===== src/rtl/pb_key_mailbox.sv =====
// -----------------------------------------------------------------------------
// pb_key_mailbox
//
// Key mailbox between two KCPSM3 cores. The key-generator core (producer)
// pushes bytes into a FIFO with OUTPUT to PUSH_PORT. The cipher core (consumer)
// pops them with INPUT from KEY_PORT. The consumer's in_port is a registered
// mux over FIFO head, status, occupancy and NUM_CH external channels. Sticky
// overflow/underflow flags are cleared by a consumer OUTPUT to STATUS_PORT.
//
// Ports:
//   clk, reset_n          clock (rising edge), asynchronous active-low reset
//   prod_port_id          producer port_id
//   prod_out_port         producer out_port (push data)
//   prod_write_strobe     producer write_strobe
//   prod_in_port          registered producer status {0.., overflow, full}
//   cons_port_id          consumer port_id
//   cons_out_port         consumer out_port (bit2 clears overflow, bit3 underflow)
//   cons_write_strobe     consumer write_strobe
//   cons_read_strobe      consumer read_strobe (pop on KEY_PORT)
//   cons_in_port          registered consumer in_port mux
//   ext_in                NUM_CH external channels, channel k at [k*DATA_W +: DATA_W]
//   full, empty           decoded from the occupancy count
//   overflow, underflow   sticky error flags
// -----------------------------------------------------------------------------
module pb_key_mailbox #(
  parameter int         DATA_W      = 8,
  parameter int         DEPTH       = 16,
  parameter int         NUM_CH      = 4,
  parameter logic [7:0] PUSH_PORT   = 8'h10,
  parameter logic [7:0] KEY_PORT    = 8'h80,
  parameter logic [7:0] STATUS_PORT = 8'h81,
  parameter logic [7:0] COUNT_PORT  = 8'h82
) (
  input  logic                     clk,
  input  logic                     reset_n,
  input  logic [7:0]               prod_port_id,
  input  logic [DATA_W-1:0]        prod_out_port,
  input  logic                     prod_write_strobe,
  output logic [DATA_W-1:0]        prod_in_port,
  input  logic [7:0]               cons_port_id,
  input  logic [DATA_W-1:0]        cons_out_port,
  input  logic                     cons_write_strobe,
  input  logic                     cons_read_strobe,
  output logic [DATA_W-1:0]        cons_in_port,
  input  logic [NUM_CH*DATA_W-1:0] ext_in,
  output logic                     full,
  output logic                     empty,
  output logic                     overflow,
  output logic                     underflow
);

  localparam int AW = $clog2(DEPTH);
  localparam int CW = AW + 1;

  // Occupancy update; push acceptance is gated upstream so the count
  // can never pass DEPTH or drop below zero.
  function automatic logic [CW-1:0] count_next(input logic [CW-1:0] cur,
                                               input logic           inc,
                                               input logic           dec);
    logic [CW-1:0] nxt;
    nxt = cur;
    case ({inc, dec})
      2'b10:   nxt = cur + CW'(1);
      2'b01:   nxt = cur - CW'(1);
      default: nxt = cur;
    endcase
    return nxt;
  endfunction

  // Sticky flag: a set in the same cycle as a clear wins.
  function automatic logic sticky_next(input logic cur,
                                       input logic set,
                                       input logic clr);
    return set | (cur & ~clr);
  endfunction

  logic [DATA_W-1:0] mem [DEPTH];
  logic [AW-1:0]     wptr;
  logic [AW-1:0]     rptr;
  logic [CW-1:0]     count;

  logic              push_req_p0;
  logic              pop_req_p0;
  logic              clr_req_p0;
  logic              push_ok_p0;
  logic              pop_ok_p0;
  logic              ovf_set_p0;
  logic              unf_set_p0;
  logic              ovf_clr_p0;
  logic              unf_clr_p0;
  logic [DATA_W-1:0] ext_sel_p0;
  logic [DATA_W-1:0] cons_mux_p0;
  logic              unused_cons_bits;

  // Only bits 2 and 3 of the consumer write data carry meaning.
  assign unused_cons_bits = ^cons_out_port;

  assign full  = (count == CW'(DEPTH));
  assign empty = (count == '0);

  // ---- stage p0: port decode and FIFO control ----
  assign push_req_p0 = prod_write_strobe & (prod_port_id == PUSH_PORT);
  assign pop_req_p0  = cons_read_strobe  & (cons_port_id == KEY_PORT);
  assign clr_req_p0  = cons_write_strobe & (cons_port_id == STATUS_PORT);

  // A pop at full frees an entry for a simultaneous push; DEPTH >= 2 means
  // full and empty are never true together.
  assign pop_ok_p0  = pop_req_p0 & ~empty;
  assign push_ok_p0 = push_req_p0 & (~full | pop_ok_p0);
  assign ovf_set_p0 = push_req_p0 & ~push_ok_p0;
  assign unf_set_p0 = pop_req_p0 & empty;
  assign ovf_clr_p0 = clr_req_p0 & cons_out_port[2];
  assign unf_clr_p0 = clr_req_p0 & cons_out_port[3];

  // External channel select; a single channel ignores the port_id bits.
  generate
    if (NUM_CH > 1) begin : g_multi_ch
      localparam int SW = $clog2(NUM_CH);
      logic [DATA_W-1:0] ext_ch [NUM_CH];
      logic [SW-1:0]     ch_sel;
      for (genvar k = 0; k < NUM_CH; k++) begin : g_ch
        assign ext_ch[k] = ext_in[k*DATA_W +: DATA_W];
      end
      assign ch_sel     = cons_port_id[SW-1:0];
      assign ext_sel_p0 = ext_ch[ch_sel];
    end else begin : g_single_ch
      assign ext_sel_p0 = ext_in[DATA_W-1:0];
    end
  endgenerate

  always_comb begin
    cons_mux_p0 = ext_sel_p0;
    if (cons_port_id == KEY_PORT) begin
      cons_mux_p0 = empty ? '0 : mem[rptr];
    end else if (cons_port_id == STATUS_PORT) begin
      cons_mux_p0 = DATA_W'({4'b0000, underflow, overflow, full, empty});
    end else if (cons_port_id == COUNT_PORT) begin
      cons_mux_p0 = DATA_W'(count);
    end
  end

  // ---- stage p1: registered state and port outputs ----
  always_ff @(posedge clk or negedge reset_n) begin
    if (!reset_n) begin
      wptr         <= '0;
      rptr         <= '0;
      count        <= '0;
      overflow     <= 1'b0;
      underflow    <= 1'b0;
      cons_in_port <= '0;
      prod_in_port <= '0;
    end else begin
      if (push_ok_p0) wptr <= wptr + AW'(1);
      if (pop_ok_p0)  rptr <= rptr + AW'(1);
      count        <= count_next(count, push_ok_p0, pop_ok_p0);
      overflow     <= sticky_next(overflow, ovf_set_p0, ovf_clr_p0);
      underflow    <= sticky_next(underflow, unf_set_p0, unf_clr_p0);
      // Registered a cycle ahead of the KCPSM3 capture, so a KEY_PORT read
      // returns the head as it stood before the pop on the capture edge.
      cons_in_port <= cons_mux_p0;
      prod_in_port <= DATA_W'({6'b000000, overflow, full});
    end
  end

  // Storage carries data only; it is never reset.
  always_ff @(posedge clk) begin
    if (push_ok_p0) mem[wptr] <= prod_out_port;
  end

endmodule


===== config.mk =====
export PLATFORM = sky130hd
export DESIGN_NAME = pb_key_mailbox
export DESIGN_NICKNAME = d
export VERILOG_FILES = /design/src/rtl/pb_key_mailbox.sv
export SDC_FILE = /design/constraint.sdc
export NUM_CORES = 1
export LEC_CHECK = 0
export CORE_AREA = 8 8 119 121
export DETAILED_ROUTE_END_ITERATION = 8
export DIE_AREA = 0 0 127 129
export PLACE_DENSITY_LB_ADDON = 0.1
export RECOVER_POWER = 25
export SETUP_SLACK_MARGIN = 0.5
export SYNTH_ARGS = -nofsm -noshare
export SYNTH_HDL_FRONTEND = slang
export SYNTH_SLANG_ARGS = --single-unit
export TNS_END_PERCENT = 50

===== constraint.sdc =====
create_clock -name clk -period 2.7 [get_ports clk]
set_input_delay 0.54 -clock clk [delete_from_list [all_inputs] [get_ports clk]]
set_output_delay 0.54 -clock clk [all_outputs]
set_load 0.01 [all_outputs]

==> impl_results.md, run 1 <==
* Area after DPL at slightly above 8000 sq um
* Synth warn at 0
* Antenna viol nets, final at 0
* Vias per cell at 5.69
* Failing checks: capacitance limit, slew limit
* Lkg Pwr at 3.13 nW
* Setup WS post-layout at slightly above 400 ps
* Layout cells sized above 1 at 34.8%
* Total core area at approximately 12,000 sq um
* Sequential Area at 4480 sq um
* Overall routing resource usage at around a fifth
* Pre-CTS setup slack at -242 ps
* Asr flop ratio synth at 16.3%
* Post-DP HPWL at 10,600 um
* Worst Path Arrival at 2580 ps
* Largest net degree at the start of global routing at 27
* IO Count at 89
* Worst stage delay on the critical path at 470 ps
* Post-route cell area at 8920 sq um
* RSZ-0062 raised after global routing: true
* Status: complete, but fails checks
* Starting Density at 53.7%
* Drt total wl at 15,500 um
* Cell Chain, Critical Path: clkdlybuf4s50_1 > nor3_2 > and3_4 > nor3_4 > buf_4 > ha_4 > a21oi_4 > nand2_4 > nor4_4 > a31oi_4 > xnor2_2
* Root Buffer: clkbuf_16
* Mapped Cells at 390
* Total Nets Final at 616
* Initial antenna violation count at 0
* Setup CP Type: in2reg
* Synth area leader: edfxtp_1
* Longest Clk Path Bufs at 2
* Mapped Area at 6610 sq um
* Fillers at 769
* DR pass1 iterations at 4
* Final setup fails at 0
* Worst hold path class: reg2reg
* Slowest cell on crit path: clkdlybuf4s50_1
* Sequential-to-total area share from yosys stat at about two thirds
* Top FF cell, synth: edfxtp_1
* Footprint of the multi-input gates at 2260 sq um
* DR vias at 3,988
* Clock Pin Slew Worst Setup and Hold Paths at 60 ps
* Pwr Total at 5.22 mW
* Inserted Clock Buffers at 17
* Most common cell after layout, fill and taps aside: edfxtp_1
* Synth unique cells at 53
* H-tree depth at 4
* Max Fclk at 0.437 GHz
* Data required, critical path at about 3000 ps
* Slew margin rel. at -0.487%
* Minimum clock period at 2290 ps
* Most frequent cells in the layout: edfxtp_1 (128), buf_4 (58), clkdlybuf4s50_1 (56)
* Hold_ws at 440 ps
* Max Fanout on Critical Path at 5
* First-pass GRT wire length at 23,500 um
* Avg Cell Area, Syn at 16.9 sq um
* Levels on crit path at 11
* WP buf/inv at 2
* Gpl congestion at 0.846
* Fin Clk Skew at just under 6 ps
* Startpoint Class: input port
* Clock sink total at 153
* Min-Delay Path Depth at 0
* Synth top area cells: edfxtp_1 (58%), mux4_2 (12%), dfrtp_1 (9.5%), mux2i_1 (2.6%), ha_1 (1.5%)
* Vias in the first global route at between 4,000 and 5,000
* Final Hold Fails at 0
* Overflow after GRT at 0
* VDD IR max at 0.754 mV
* Area growth syn-to-layout at 35.0%
* Total die area at 16,400 sq um
* Reg2Reg Depth at 12
* DRT iter0 DRCs at 322
* Row Count at 41
* PD cells at 585 nW/um^2
* Final core utilization at 72.5%
* Clk Latency, worst-skew pair at 420 ps
* Top Family by Delay on Critical Path: simple AND/OR/NAND/NOR gates
* Die X at around 130 um
* Worst setup EP type: flip-flop
* Post-synth EDFFs at 128
* Flops & latches, synth at 153
* Ant diodes at 0
* Routed len/inst at about 22 um
* TritonCTS clock tree: done
* Die Y at ~130 um
* DRC viols at 0
* PortBufs at between 70 and 80
* Fin crit share at 84.7%
* Synth top area share at 58.1%
* Least-Margin Pin Slew at 1510 ps
* Max-Cap Viols at 1
* Max-slew violations at 26
## timing repair
item | in CTS | in global routing
pin swaps | 21 | 7
gates resized for setup | 48 | 20
endpoints found under the hold margin | 0 | 0
hold buffers | 0 | 0
setup endpoints to repair | 143 | 136
setup buffers | 13 | 4
## where the power goes
| part | leakage, nW | switching, mW | internal [mW] |
|---|---|---|---|
| clock network | 0.290 | 0.995 | 1.30 |
| logic | 1.38 | 0.150 | 0.175 |
| registers | 1.46 | 0.0189 | 2.58 |
| total | 3.13 | 1.16 | 4.06 |
## stage by stage
step / setup TNS (ps) / std cells
3_5_place_dp: -10210 / 652
5_1_grt: 0 / 701
3_3_place_gp: -5180 / 652
2_1_floorplan: 0 / 395
6_report: 0 / 701
4_1_cts: 0 / 697
## routing by layer
| metal | track usage [%] | share of wire (%) | vias to the layer above |
|---|---|---|---|
| met1 | 23.5 | 42 | 2004 |
| li1 | - | - | 1833 |
| met4 | 6.16 | 1.6 | 0 |
| met5 | 0 | 0 | - |
| met2 | 33.2 | 51 | 126 |
| met3 | 5.50 | 5.6 | 25 |
## final timing paths
| kind | startpoint | endpoint | slack, ps |
|---|---|---|---|
| max | prod_port_id[3] | count[4] | 410 |
| min | overflow | prod_in_port[1] | 440 |
| max reg2reg | count[0] | count[4] | 420 |
| min reg2reg | overflow | prod_in_port[1] | 440 |
| max in group asynchronous | reset_n | rptr[0] | 610 |
| min in group asynchronous | reset_n | count[1] | 1020 |
## worst register-to-register path: cells and delay by family, from the launching register on
| kind | cells | cell delay, ps |
|---|---|---|
| AOI/OAI and AO/OA | 2 | 220 |
| xor gates and xnor gates | 1 | 140 |
| adders and majority gates | 1 | 250 |
| buffers and inverters | 3 | 330 |
| DFF | 1 | 410 |
| and+or+nand+nor | 5 | 810 |
## cells by family after synthesis
| kind of cell | Yosys count | share of synthesized area [%] |
|---|---|---|
| AO/OA/AOI/OAI | 39 | 3.81 |
| XOR/XNOR | 10 | 1.33 |
| adder cells (fa/ha/maj) | 9 | 1.82 |
| buffers and inverters | 30 | 2.16 |
| flip-flops | 153 | 67.6 |
| multiplexers | 60 | 16.0 |
| other | 1 | 0.0567 |
| AND/OR/NAND/NOR | 88 | 7.19 |
## cell usage after synthesis (2+ instances only)
master	number
and2_1	2
nor2b_1	2
nor2_1	16
nand4_1	5
nor4_1	3
nand2_1	26
xnor2_1	9
nor3_1	8
o211ai_1	3
nand2b_1	6
clkbuf_1	10
buf_4	6
ha_1	8
inv_1	4
buf_2	6
edfxtp_1	128
nand3_1	5
dfrtp_1	25
o221ai_1	3
mux4_2	36
mux2_2	7
a21oi_1	14
o21ai_0	9
mux2i_1	17
buf_1	3
o2bb2ai_1	2
## final cells by class
cell class,count,area share [%]
Inverter,5,0.210
Clock buffer,17,4.77
Timing Repair Buffer,149,15.8
Tap cell,150,2.10
Sequential cell,153,50.2
Multi-Input combinational cell,212,25.3
Clock inverter,15,1.67
## registers in the layout, summed over array words and instances (netlist names)
register and count:
rptr 4, count 5, underflow 1, prod_in_port 2, overflow 1, wptr 4
cons_in_port 8, mem 128
Note: power is estimated with default switching activity, not from simulation.
==> run 2: changes to the inputs <==
clock period = 2.39 ns   (was 2.7 ns; I/O delays follow)
==> run 2 against run 1 <==
The flow now finishes without violations. Sequential share of layout area fell by 1.5 points. First-iteration DRC count shrank 15%. Sequential cell count unchanged. Register-to-register slack lost 330 ps. Die area did not move. Setup slack lost 320 ps. Clock power increased by 17%. Cell count rose by 1.4%. Highest routed layer unchanged. Core utilization rose by 2.1 points.
==> impl_results.md, run 2 (same netlist as run 1, synthesis figures left out) <==
* IO Count at 89 (unchanged)
* Clock Pin Slew Worst Setup and Hold Paths at 60 ps (about the same)
* Most frequent cells in the layout: edfxtp_1 (128), buf_4 (54), clkdlybuf4s50_1 (53)
* TritonCTS clock tree: done
* Overall routing resource usage at 19.4% (-0.063 points)
* Max reg flops at 128 (unchanged)
* Total core area at 12,300 sq um (unchanged)
* Die Y at 129 um (unchanged)
* Setup WS post-layout at 93.2 ps (-319 ps)
* Pre-CTS setup slack at -406 ps (-164 ps)
* Max-slew violations at 0 (-100%)
* Minimum clock period at 2300 ps
* Max-Cap Viols at 0 (-1)
* Final Hold Fails at 0 (unchanged)
* Row Count at 41 (unchanged)
* Fin Clk Skew at 6.65 ps (+0.696 ps)
* Most common cell after layout, fill and taps aside: edfxtp_1
* DRC viols at 0 (unchanged)
* Gpl congestion at 0.887 (+4.8%)
* Total negative slack at 0 ps (unchanged)
* Worst Path Arrival at 2600 ps (+20 ps)
* Top Family by Delay on Critical Path: buffers and inverters
* VDD IR max at 0.449 mV (-41%)
* H-tree depth at 4 (unchanged)
* Regs by FF count: mem: 128 flops, cons_in_port: 8 flops, count: 5 flops
* Footprint of the multi-input gates at 2350 sq um (+3.8%)
* Ant diodes at 0 (unchanged)
* Lkg Pwr at 3.27 nW (+4.5%)
* Inserted Clock Buffers at 17 (unchanged)
* Starting Density at 53.7% (unchanged)
* Final setup fails at 0 (unchanged)
* Sequential Area at 4470 sq um (about the same)
* Post-DP HPWL at 10,400 um (-1.5%)
* Die X at 127 um (unchanged)
* PD cells at 657 nW/um^2 (+12%)
* Largest net degree at the start of global routing at 36 (+33%)
* Setup CP Type: reg2reg
* Clk Latency, worst-skew pair at 410 ps (about the same)
* Data required, critical path at 2690 ps (-310 ps)
* Total Nets Final at 627 (+1.8%)
* DR pass1 iterations at 4 (unchanged)
* WP buf/inv at 5 (+3)
* Pwr Total at 6.04 mW (+16%)
* Top reg by flops: mem
* Reg2Reg Setup Slack at 90 ps (-330 ps)
* Initial antenna violation count at 0 (unchanged)
* First-pass GRT wire length at 23,500 um (-0.18%)
* Area growth syn-to-layout at 39.0%
* Max Fanout on Critical Path at 4 (-1)
* Drt total wl at 15,600 um (+0.50%)
* Layout cells sized above 1 at 36.2% (+1.3 points)
* Vias per cell at 5.66 (-0.57%)
* DR vias at 4,022 (+0.85%)
* Routed len/inst at 21.9 um (-0.91%)
* Total die area at 16,400 sq um (unchanged)
* Slew margin rel. at 3.86% (+4.3 points)
* Vias in the first global route at 4,329 (+3.0%)
* Fin crit share at 96.1%
* Cell Chain, Critical Path: nor4_2 > buf_4 > nand2b_4 > inv_4 > nor3_4 > buf_6 > buf_6 > fa_2 > buf_6 > xor2_1 > mux2_4
* RSZ-0062 raised after global routing: true
* Overflow after GRT at 0 (unchanged)
* DRT iter0 DRCs at 275 (-15%)
* Status: complete, no violations
* Fillers at 743 (-3.4%)
* PortBufs at 76 (unchanged)
* Worst setup EP type: flip-flop
* Least-Margin Pin Slew at 1440 ps (-65.1 ps)
* Startpoint Class: flip-flop
* Slowest cell on crit path: dfrtp_1
* Clock sink total at 153 (unchanged)
* Root Buffer: clkbuf_16
* Antenna viol nets, final at 0 (unchanged)
* Max Fclk at 0.435 GHz
* Worst hold path class: reg2reg
* Worst stage delay on the critical path at 390 ps (-80 ps)
* Longest Clk Path Bufs at 2 (unchanged)
* Most frequent CP cell: buf_6
## run 2: changes by cell type in the layout (fill, tap and decap cells not counted), sizes merged, moves of 3 or more
cell	change
clkdlybuf4s50	-3
dlygate4sd2	-6
inv	-11
bufinv	+3
buf	+8
clkbuf	+7
dlymetal6s2s	+10
## run 2: power breakdown
part	switching, mW	internal (mW)
combinational	0.187	0.212
sequential	0.0190	2.92
clock	0.976	1.73
## run 2: stage by stage
step                util, %  hold WS, ps  instances  cell area [sq um]
finish                 74.6          444        711               9190
global route           74.6          455        711               9190
CTS                    72.3          434        698               8900
detailed placement     65.6          418        661               8070
global placement       65.6          416        661               8070
floorplan                 -          182        395               6710
## run 2: worst paths after layout
check,start,endpoint,cells past startpoint
worst max-delay path,count[3],count[2],11
worst max register to register,count[3],count[2],11
max in group asynchronous,reset_n,rptr[0],2
min in group asynchronous,reset_n,count[0],2
worst min register to register,overflow,prod_in_port[1],0
worst min-delay path,overflow,prod_in_port[1],0
## run 2: metal layers
metal  global-route usage, %  share of wire [%]
met3                    5.01                5.2
met1                    22.8                 41
met5                       0                  0
met2                    33.4                 51
met4                    7.77                2.2
## run 2: what timing repair did
| action | CTS | global route |
|---|---|---|
| pin swaps | 15 | 11 |
| setup buffers | 6 | 13 |
| setup endpoints to repair | 148 | 148 |
| hold buffers | 0 | 0 |
| gates resized for setup | 51 | 51 |
## run 2: layout make-up
type	count	share of cell area, %
tap	150	2.04
timing repair buffer	160	17.1
multi-input combinational	212	25.5
inverter	5	0.232
sequential	153	48.7
clock inverter	10	1.65
clock buffer	21	4.79
